### config.mk
export PLATFORM = sky130hd
export DESIGN_NAME = spi_slave_endpoint
export DESIGN_NICKNAME = d
export VERILOG_FILES = /design/src/rtl/spi_slave_endpoint.sv
export SDC_FILE = /design/constraint.sdc
export NUM_CORES = 1
export LEC_CHECK = 0
export ABC_AREA = 0
export CAP_MARGIN = 10
export CORE_MARGIN = 10
export CORE_UTILIZATION = 39
export CTS_CLUSTER_DIAMETER = 30
export DETAILED_ROUTE_END_ITERATION = 16
export GPL_TIMING_DRIVEN = 0
export HOLD_SLACK_MARGIN = 0.15
export PLACE_DENSITY = 0.69
export SYNTH_ARGS = -nofsm -noshare
export SYNTH_HDL_FRONTEND = slang
export SYNTH_SLANG_ARGS = --single-unit
### constraint.sdc
create_clock -name clk -period 4.8 [get_ports clk]
set_input_delay 0.72 -clock clk [delete_from_list [all_inputs] [get_ports clk]]
set_output_delay 0.72 -clock clk [all_outputs]
set_load 0.005 [all_outputs]
### src/rtl/spi_slave_endpoint.sv
// rtl/spi_slave_endpoint.sv - mode-0 SPI slave: oversampled pins, 32-bit rx deserialiser, preloaded tx serialiser.
// Optional partial-frame / reset-release error pulse: define SPI_SLAVE_FRAME_ERR_EN.
module spi_slave_endpoint #(
  parameter int DATA_W      = 32,
  parameter int SYNC_STAGES = 2
) (
  input  logic              clk,
  input  logic              rstn,
  input  logic              SCLK,
  input  logic              MOSI,
  input  logic              SS_n,
  output logic              MISO,
  input  logic [DATA_W-1:0] TxData,
  input  logic              TxLoad,
  output logic              TxEmpty,
  output logic [DATA_W-1:0] RxData,
  output logic              RxValid,
  output logic              Busy
`ifdef SPI_SLAVE_FRAME_ERR_EN
  ,
  output logic              FrameErr
`endif
);

  localparam int CNT_W = $clog2(DATA_W);
  localparam logic [CNT_W-1:0] LAST_BIT = CNT_W'(DATA_W - 1);

  typedef enum logic {IDLE, ACTIVE} state_t;

  state_t                 r_state;
  state_t                 w_state_nxt;
  logic [SYNC_STAGES-1:0] r_sclk_sync;
  logic [SYNC_STAGES-1:0] r_mosi_sync;
  logic [SYNC_STAGES-1:0] r_ss_sync;
  logic                   r_sclk_prev;
  logic                   r_ss_prev;
  logic [CNT_W-1:0]       r_bitcnt;
  logic [DATA_W-2:0]      r_rx_sh;
  logic [DATA_W-1:0]      r_tx_sh;
  logic [DATA_W-1:0]      r_tx_buf;
  logic                   r_tx_empty;
  logic [DATA_W-1:0]      r_rx_data;
  logic                   r_rx_valid;
  logic                   r_miso;

  logic                   w_sclk_s, w_mosi_s, w_ss_s;
  logic                   w_sclk_rise, w_sclk_fall, w_ss_rise, w_ss_fall;
  logic                   w_start, w_abort, w_bit, w_last, w_shift, w_xfer;
  logic [DATA_W-1:0]      w_tx_next;

  assign w_sclk_s    = r_sclk_sync[SYNC_STAGES-1];
  assign w_mosi_s    = r_mosi_sync[SYNC_STAGES-1];
  assign w_ss_s      = r_ss_sync[SYNC_STAGES-1];
  assign w_sclk_rise = w_sclk_s & ~r_sclk_prev;
  assign w_sclk_fall = ~w_sclk_s & r_sclk_prev;
  assign w_ss_rise   = w_ss_s & ~r_ss_prev;
  assign w_ss_fall   = ~w_ss_s & r_ss_prev;

  // An empty buffer sends zeros, unless a load lands in the very cycle of the transfer.
  assign w_tx_next = r_tx_empty ? (TxLoad ? TxData : '0) : r_tx_buf;

  always_ff @(posedge clk) begin
    if (!rstn) begin
      r_sclk_sync <= '0;
      r_mosi_sync <= '0;
      r_ss_sync   <= '1;
      r_sclk_prev <= 1'b0;
      r_ss_prev   <= 1'b1;
    end else begin
      r_sclk_sync <= {r_sclk_sync[SYNC_STAGES-2:0], SCLK};
      r_mosi_sync <= {r_mosi_sync[SYNC_STAGES-2:0], MOSI};
      r_ss_sync   <= {r_ss_sync[SYNC_STAGES-2:0], SS_n};
      r_sclk_prev <= w_sclk_s;
      r_ss_prev   <= w_ss_s;
    end
  end

  always_ff @(posedge clk) begin
    if (!rstn) r_state <= IDLE;
    else       r_state <= w_state_nxt;
  end

  // SS_n rise wins over any SCLK edge seen in the same cycle.
  always_comb begin
    w_state_nxt = r_state;
    w_start     = 1'b0;
    w_abort     = 1'b0;
    w_bit       = 1'b0;
    w_last      = 1'b0;
    w_shift     = 1'b0;
    case (r_state)
      IDLE: begin
        if (w_ss_fall) begin
          w_state_nxt = ACTIVE;
          w_start     = 1'b1;
        end
      end
      ACTIVE: begin
        if (w_ss_rise) begin
          w_state_nxt = IDLE;
          w_abort     = 1'b1;
        end else if (w_sclk_rise) begin
          w_bit  = 1'b1;
          w_last = (r_bitcnt == LAST_BIT);
        end else if (w_sclk_fall && (r_bitcnt != '0)) begin
          w_shift = 1'b1;
        end
      end
      default: w_state_nxt = IDLE;
    endcase
    w_xfer = w_start | w_last;
  end

  always_ff @(posedge clk) begin
    if (!rstn) begin
      r_bitcnt   <= '0;
      r_rx_sh    <= '0;
      r_tx_sh    <= '0;
      r_tx_buf   <= '0;
      r_tx_empty <= 1'b1;
      r_rx_data  <= '0;
      r_rx_valid <= 1'b0;
      r_miso     <= 1'b0;
    end else begin
      r_rx_valid <= 1'b0;
      if (w_xfer) begin
        r_tx_sh    <= w_tx_next;
        r_miso     <= w_tx_next[DATA_W-1];
        r_tx_empty <= 1'b1;
      end else begin
        if (TxLoad && r_tx_empty) begin
          r_tx_buf   <= TxData;
          r_tx_empty <= 1'b0;
        end
        if (w_shift) begin
          r_tx_sh <= r_tx_sh << 1;
          r_miso  <= r_tx_sh[DATA_W-2];
        end
        if (w_abort) r_miso <= 1'b0;
      end
      if (w_start) begin
        r_bitcnt <= '0;
        r_rx_sh  <= '0;
      end
      if (w_bit) begin
        r_rx_sh  <= {r_rx_sh[DATA_W-3:0], w_mosi_s};
        r_bitcnt <= w_last ? '0 : r_bitcnt + 1'b1;
      end
      if (w_last) begin
        r_rx_data  <= {r_rx_sh, w_mosi_s};
        r_rx_valid <= 1'b1;
      end
      if (w_abort) begin
        r_rx_sh  <= '0;
        r_bitcnt <= '0;
      end
    end
  end

`ifdef SPI_SLAVE_FRAME_ERR_EN
  localparam int REL_W = $clog2(SYNC_STAGES + 1);

  logic [REL_W-1:0] r_rel_cnt;
  logic             r_rel_armed;
  logic             r_frame_err;

  // After reset the synchroniser needs SYNC_STAGES edges before SS_n_sync reflects the pin.
  always_ff @(posedge clk) begin
    if (!rstn) begin
      r_rel_cnt   <= REL_W'(SYNC_STAGES);
      r_rel_armed <= 1'b1;
      r_frame_err <= 1'b0;
    end else begin
      r_frame_err <= w_abort && (r_bitcnt != '0);
      if (r_rel_cnt != '0) begin
        r_rel_cnt <= r_rel_cnt - 1'b1;
      end else if (r_rel_armed) begin
        r_rel_armed <= 1'b0;
        if (!w_ss_s) r_frame_err <= 1'b1;
      end
    end
  end

  assign FrameErr = r_frame_err;
`endif

  assign MISO    = r_miso;
  assign TxEmpty = r_tx_empty;
  assign RxData  = r_rx_data;
  assign RxValid = r_rx_valid;
  assign Busy    = (r_state == ACTIVE);

endmodule

# After elaboration in Yosys (flattened, before gate mapping)
# Index checks and enable logic that the tools add are counted.
# word_totals
register_bits	143
mem_count	0
ramBits	0
word_cells	66
latch_bits	0
rom_bits	0
output_inout_bits	36
# op_classes
shift	0
mux	29
div_mod_pow	0
n_lt_le_gt_ge	0
n_reduce_logical	9
bitwise	12
addsub	1
mul	0
n_eq_ne	1
# ops
op	n
31-bit two-way mux	4
32-bit two-way mux	2
1-bit two-way mux	19
5-bit two-way mux	3
1-bit inverter	7
5-bit by 1-bit adder with 5-bit output, second input constant	1
5-bit equality test, second input constant	1
5-bit nonzero test	1
1-bit bitwise AND	4
2-bit nonzero test	2
2-bit OR reduction	2
3-bit nonzero test	1
1-bit logical AND	2
1-bit case mux with 2 select lines	1
2-bit AND reduction	1
1-bit OR	1

# Longest topological paths before layout
# depth
word_depth	10
depth_mapped	9

# Worst setup path after synthesis
# No wires, ideal clock.
# synth_path
kind	register -> register
start	register r_bitcnt[0]
end	register r_tx_sh[27]
setup_slack_ns	2.766
path_buffers	2
stages_incl_launch_ff	10
t_arrival_ns	1.901
setup_ns	0.133
required_time_ns	4.667
path_cell_list	dfxtp_1 -> ha_1 -> and3_1 -> ha_1 -> and3b_1 -> a31o_2 -> buf_4 -> buf_2 -> a22oi_1 -> a21oi_1
# synth_between
elab_chain_len	7
# synth_rtl
item	line	rtl
from (decl)	37	logic [CNT_W-1:0] r_bitcnt;
from (signal assigned)	147	r_bitcnt <= w_last ? '0 : r_bitcnt + 1'b1;
5-bit nonzero test	105	end else if (w_sclk_fall && (r_bitcnt != '0)) begin
1-bit logical AND	105	
1-bit two-way mux	105	
1-bit two-way mux	102	end else if (w_sclk_rise) begin
1-bit two-way mux	99	if (w_ss_rise) begin
1-bit two-way mux	91	case (r_state)
2-bit nonzero test (no source line)	--	
to (signal assigned)	127	r_tx_sh <= w_tx_next;
to (signal assigned)	136	r_tx_sh <= r_tx_sh << 1;
to (decl)	39	logic [DATA_W-1:0] r_tx_sh;
# Parallel ways exist; a longest one is shown, timed or not.
# A chain may end at the register's enable or synchronous reset.

# Worst setup path in the final report
# layout_path
start	register r_bitcnt[0]
end	register r_tx_sh[11]
# The elaborated chain is that of the path after synthesis.

==> reports/results.ini <==
[critical_path]
crit_chain=ha_1 -> and3_1 -> ha_1 -> and3b_1 -> a31oi_4 -> buf_1 -> nand3_1 -> a21oi_1
crit_type=flop to flop
cpMostUsedCell=ha_1
crit_fanout=10
startpoint_type=flop
critPathTopFamily=simple AND/OR/NAND/NOR gates
cp.buffers_inverters=1
crit_path_end_kind=flop
critPathRequiredTime_ps=5140
slowest_delay_ps=480
cp.arrival_ps=2680
critical-path-slowest-cell=buf_1
ff2ff_setup_slack_ps=2460

[power_and_ir_drop]
p_int_uw=2150
p_total_uw=2840
comb_power_share_pct=7.9
switching_share_pct=24.3
power_density_mw_per_mm2=377
p_leak_uw=0.00274
max-vdd-ir-drop_v=0.000238
p_sw_uw=689
clkPwrFrac_pct=48.4
seqPwrFrac_pct=43.7

[logic_synthesis]
synthesis.nets=748
syn-instance-count=707
synth_cell_types=42
ys_ff_latch=143
yosysWarnings=0
yosysTopAreaCell=dfxtp_1
yosysSeqAreaShare_pct=48.1
avgSynthCellArea_um2=8.42
ys_top_cells_by_area=dfxtp_1, nand2_1, mux2i_1
synth_top_area_share_pct=48.1
syn_area_mm2=0.00595

[timing]
rsz0062_at_grt=false
finalSetupTns_ps=0
period_share_pct=48.7
relSlewSlack_pct=56.8
tightest_slew_ps=643
fin_skew_ps=6.97
hold_violations=0
maxSlewViolCount=0
period_needed_ps=2340
setup_violations=0
clock.fmax_mhz=428
setup_ws_ps=2460

[placed_design]
dpl_worst_slack_ps=2150
place_hpwl_um=10400
portBuffers=72
place_area_mm2=0.00691
gp_congestion=0.797

[route]
drc=0
vias=5161
drt_wl_total_um=14900
via_per_inst=5.17
drtIter0Drc=321
avgRoutedWirePerCell_um=14.9
dr.pass1.iters=5
drtAntennaViolNets=0

[die]
dieArea_mm2=0.0206
die_x_um=144
core_mm2=0.0151
die-height_um=144
ioPinCount=74
row_count=45
start_util_pct=39.4

[grt]
grtUsageTotal_pct=14.9
overflow=0
grt_pass1_vias=5103
grt_antenna_before_repair=0
grt_max_degree=17
grt_pass1_wl_um=25300

[cts]
cts_root_buf=clkbuf_16
clock-sinks=143
cts-htree-levels=4
cts_buffers=17
tritoncts=done
cts_resized=0
post_cts_buffers=0
cts_hold_buffers=0
clk_latency_ps=420
cts_buffer_depth=2
clk_pin_slew_ps=60

[run_status]
status=finished clean

[cells_and_area]
diodes=0
syn_to_final_growth_pct=26.3
drive_gt1_share_pct=9.37
layout_common_cells=nand2_1, dfxtp_1, clkdlybuf4s50_1
fin_nets=839
final_core_utilization_pct=49.8
layout_commonest_cell=nand2_1
multiInputGateArea_mm2=0.00272
layout.area.seq_mm2=0.00286
fill_cells=1423
finalInstanceArea_mm2=0.00752

[worst_hold_path]
hp-class=flop to flop

[job]
maxCapViolCount=0

## power by group through the flow
stage	clock, uW	combinational (uW)	sequential [uW]
final	1370	223	1240
after CTS	1390	224	1240
after global routing	1440	250	1240
after detailed placement	0	224	1270
after floorplan	0	143	1260
after global placement	0	221	1260
## state kept, by name, summed over array words and instances, names as in the netlist, 2 cells and up
signal and count:
RxData 32, r_tx_buf 32, r_rx_sh 31, r_tx_sh 31, r_bitcnt 5, r_mosi_sync 2
r_sclk_sync 2, r_ss_sync 2
## path summary, 6_finish.rpt
path,startpoint,to,cells past startpoint
setup / recovery,r_bitcnt[0]$_SDFFE_PP0P_,r_tx_sh[11]$_SDFFE_PN0P_,8
hold / removal,r_ss_sync[0]$_SDFF_PN1_,r_ss_sync[1]$_SDFF_PN1_,1
setup reg to reg,r_bitcnt[0]$_SDFFE_PP0P_,r_tx_sh[11]$_SDFFE_PN0P_,8
hold reg to reg,r_ss_sync[0]$_SDFF_PN1_,r_ss_sync[1]$_SDFF_PN1_,1
## kinds of logic after synthesis
family          count (synthesis)  share of synthesized area, %
compound gates                158                          17.9
fa+ha+maj                       3                         0.631
flops                         143                          48.1
buf+inv                        76                          6.18
mux                            33                          5.55
simple gates                  294                          21.7
## worst register-to-register path: cells and delay by family, from the launching register on
family                     cells  cell delay [ps]
and+or+nand+nor                3              580
buffers and inverters          1              480
adders and majority gates      2              440
AOI/OAI and AO/OA              2              410
DFF                            1              350
## layer usage
layer  global-route usage [%]  part of all wire (%)  up-vias  routed length (um)
li1                         -                     -     2602                   -
met1                     18.9                    46     2431                6870
met2                     24.4                    48      107                7150
met3                     2.84                   4.1       21                 607
met4                     5.86                   1.8        0                 265
met5                        0                     0        -                   0
## layout make-up
class / instances / area share (%)
tap: 188 / 3.13
clock buffer: 18 / 5.71
timing repair buffer: 72 / 9.59
buffer: 62 / 4.16
clock inverter: 14 / 2.41
sequential: 143 / 38.1
inverter: 14 / 0.732
multi-input combinational: 488 / 36.2
## through the flow
step,hold WS (ps),cells
floorplan,386,707
global placement,389,967
detailed placement,397,967
CTS,411,999
global route,417,999
finish,406,999
## synthesized netlist by cell type (all sizes together)
master	number
a311oi	1
a22oi	41
a21oi	66
or4	1
o22ai	11
nand2b	8
a41oi	1
and2	6
nor4b	1
and3	3
a31o	1
clkbuf	36
nor2b	3
a21boi	1
inv	14
nor3	24
mux2i	33
a211oi	1
dfxtp	143
ha	3
nor3b	1
nand3	22
buf	26
o311a	1
a221oi	11
and3b	1
nor2	48
a31oi	2
o21ai	21
nor4	2
nand2	174
(Power assumes the default switching activity.)
==> RTL change: new RTL, config.mk and constraints unchanged <==
`DATA_W`: 32 -> 16.
--- a/src/rtl/spi_slave_endpoint.sv
+++ b/src/rtl/spi_slave_endpoint.sv
@@ -2,5 +2,5 @@
 // Optional partial-frame / reset-release error pulse: define SPI_SLAVE_FRAME_ERR_EN.
 module spi_slave_endpoint #(
-  parameter int DATA_W      = 32,
+  parameter int DATA_W      = 16,
   parameter int SYNC_STAGES = 2
 ) (
Interface: changed (resized RxData and TxData); port bits go from 74 to 42. The function was not compared with the original's and may differ.
==> RTL change against the unedited design <==
- sequential power shrank 46%
- combinational power down 47%
- sequential share of layout area rose by 0.90 points
- global-route usage shrank 2.5 points
- worst setup slack improved by 0.29 ns
- sequential cell count shrank 65
- cell area decreased by 47%
- power is 54% lower
- area after synthesis down 45%
- routed wire length fell by 48%
- largest cell class unchanged
- highest routed layer unchanged
==> RTL change: results (changes against the unedited design) <==
Run status
  – Status: complete, no violations

Synthesis
  – Mapped Avg Cell Area: 8.66 sq um (+2.8%)
  – Yosys cell types: 41 (-2.4%)
  – Top cells by count, synth: dfxtp_1, a21oi_1, nand2_1, nand3_1
  – Mapped Nets: 403 (-46%)
  – Register area share after synthesis: 0.476 (-0.00500)

Routing
  – Initial DRC Count: 193 (-40%)
  – Detail-routed via count per cell: 5.33 (+3.2%)
  – Vias: 2875 (-44%)
  – Total Wirelength: 7750 um (-48%)
  – Pre-antenna DRT Iters: 6 (+1)

STA
  – Worst Tran Pin Value: 0.546 ns (-0.0970 ns)
  – Max Clock Skew: 0.0104 ns (+0.00339 ns)
  – Max Freq: 0.488 GHz (+14%)

Pwr
  – P_leak: 1.39 nW (-49%)
  – Net Sw Frac: 0.260 (+0.0169)

Place
  – Dpl cells: 523 (-46%)
  – DP HPWL: 5590 um (-46%)
  – GPL Wtd Cong: 0.843 (+5.8%)
  – I/O Buffers: 39 (-46%)

Critical path
  – Top Family by Delay on Critical Path: buffers and inverters
  – Crit path capture: Busy
  – R2R Setup Slk: 2.90 ns (+0.44 ns)
  – Critical path's largest stage delay: 0.54 ns (+0.06 ns)
  – CP Max Fanout: 7 (-3)
  – Critical path's slowest cell: clkdlybuf4s50_1
  – Crit path launch: Busy$_SDFF_PN0_
  – CP arrival: 1.33 ns (-1.35 ns)

Cells and area
  – Final net count: 453 (-46%)
  – Fillcell total: 801 (-44%)
  – Layout cells sized above 1: 0.111 (+0.0169)

Clocking
  – Cts bufs inserted: 9 (-8)
  – Root Driver: clkbuf_8
  – Worst-path clk slew: 0.08 ns (+0.02 ns)
  – CTS H-Tree Depth: 3 (-1)

Global routing
  – Gr usage total: 0.124 (-0.0255)
  – Vias in the first global route: 2824 (-45%)
  – First-pass GRT wire length: 13300 um (-47%)
RTL change: worst min path at each step:
stage                            startpoint                       to  slack, ns  cells after the start
floorplan           r_ss_sync[0]$_SDFF_PN1_  r_ss_sync[1]$_SDFF_PN1_       0.39                      1
global placement    r_ss_sync[0]$_SDFF_PN1_  r_ss_sync[1]$_SDFF_PN1_       0.39                      1
detailed placement  r_ss_sync[0]$_SDFF_PN1_  r_ss_sync[1]$_SDFF_PN1_       0.40                      1
CTS                 r_ss_sync[0]$_SDFF_PN1_  r_ss_sync[1]$_SDFF_PN1_       0.42                      1
global route        r_ss_sync[0]$_SDFF_PN1_  r_ss_sync[1]$_SDFF_PN1_       0.45                      1
finish              r_ss_sync[0]$_SDFF_PN1_  r_ss_sync[1]$_SDFF_PN1_       0.41                      1
RTL change: power groups by stage:
stage / clock [mW] / sequential, mW / combinational (mW)
final: 0.506 / 0.675 / 0.119
after detailed placement: 0 / 0.690 / 0.118
after floorplan: 0 / 0.688 / 0.0757
after global routing: 0.552 / 0.678 / 0.133
after CTS: 0.518 / 0.675 / 0.118
after global placement: 0 / 0.689 / 0.117
RTL change: metal layers:
layer  track usage  wire [um]
met3        0.0494        621
met4        0.0308         69
met2         0.202       3660
met1         0.148       3400
met5             0          0
RTL change: stage by stage:
step           cell area [sq um]   util
2_1_floorplan               3280      -
3_3_place_gp                3800  0.463
3_5_place_dp                3800  0.463
4_1_cts                     4010  0.488
5_1_grt                     4010  0.488
6_report                    4010  0.488
RTL change: cell type report:
| cell class | instances | area [sq um] | area share |
|---|---|---|---|
| Clock inverter | 7 | 80.1 | 0.0200 |
| Tap cell | 105 | 131 | 0.0328 |
| Inverter | 6 | 22.5 | 0.00562 |
| Multi-Input combinational cell | 261 | 1510 | 0.376 |
| Buffer | 34 | 190 | 0.0475 |
| Timing Repair Buffer | 39 | 390 | 0.0974 |
| Clock buffer | 9 | 124 | 0.0309 |
| Sequential cell | 78 | 1560 | 0.390 |
RTL change: cells by family after synthesis:
group,after synthesis,synth area share
AO/OA/AOI/OAI,128,0.245
flip-flops,78,0.476
AND/OR/NAND/NOR,130,0.204
buffers and inverters,40,0.0648
adder cells (fa/ha/maj),2,0.00763
multiplexers,1,0.00305
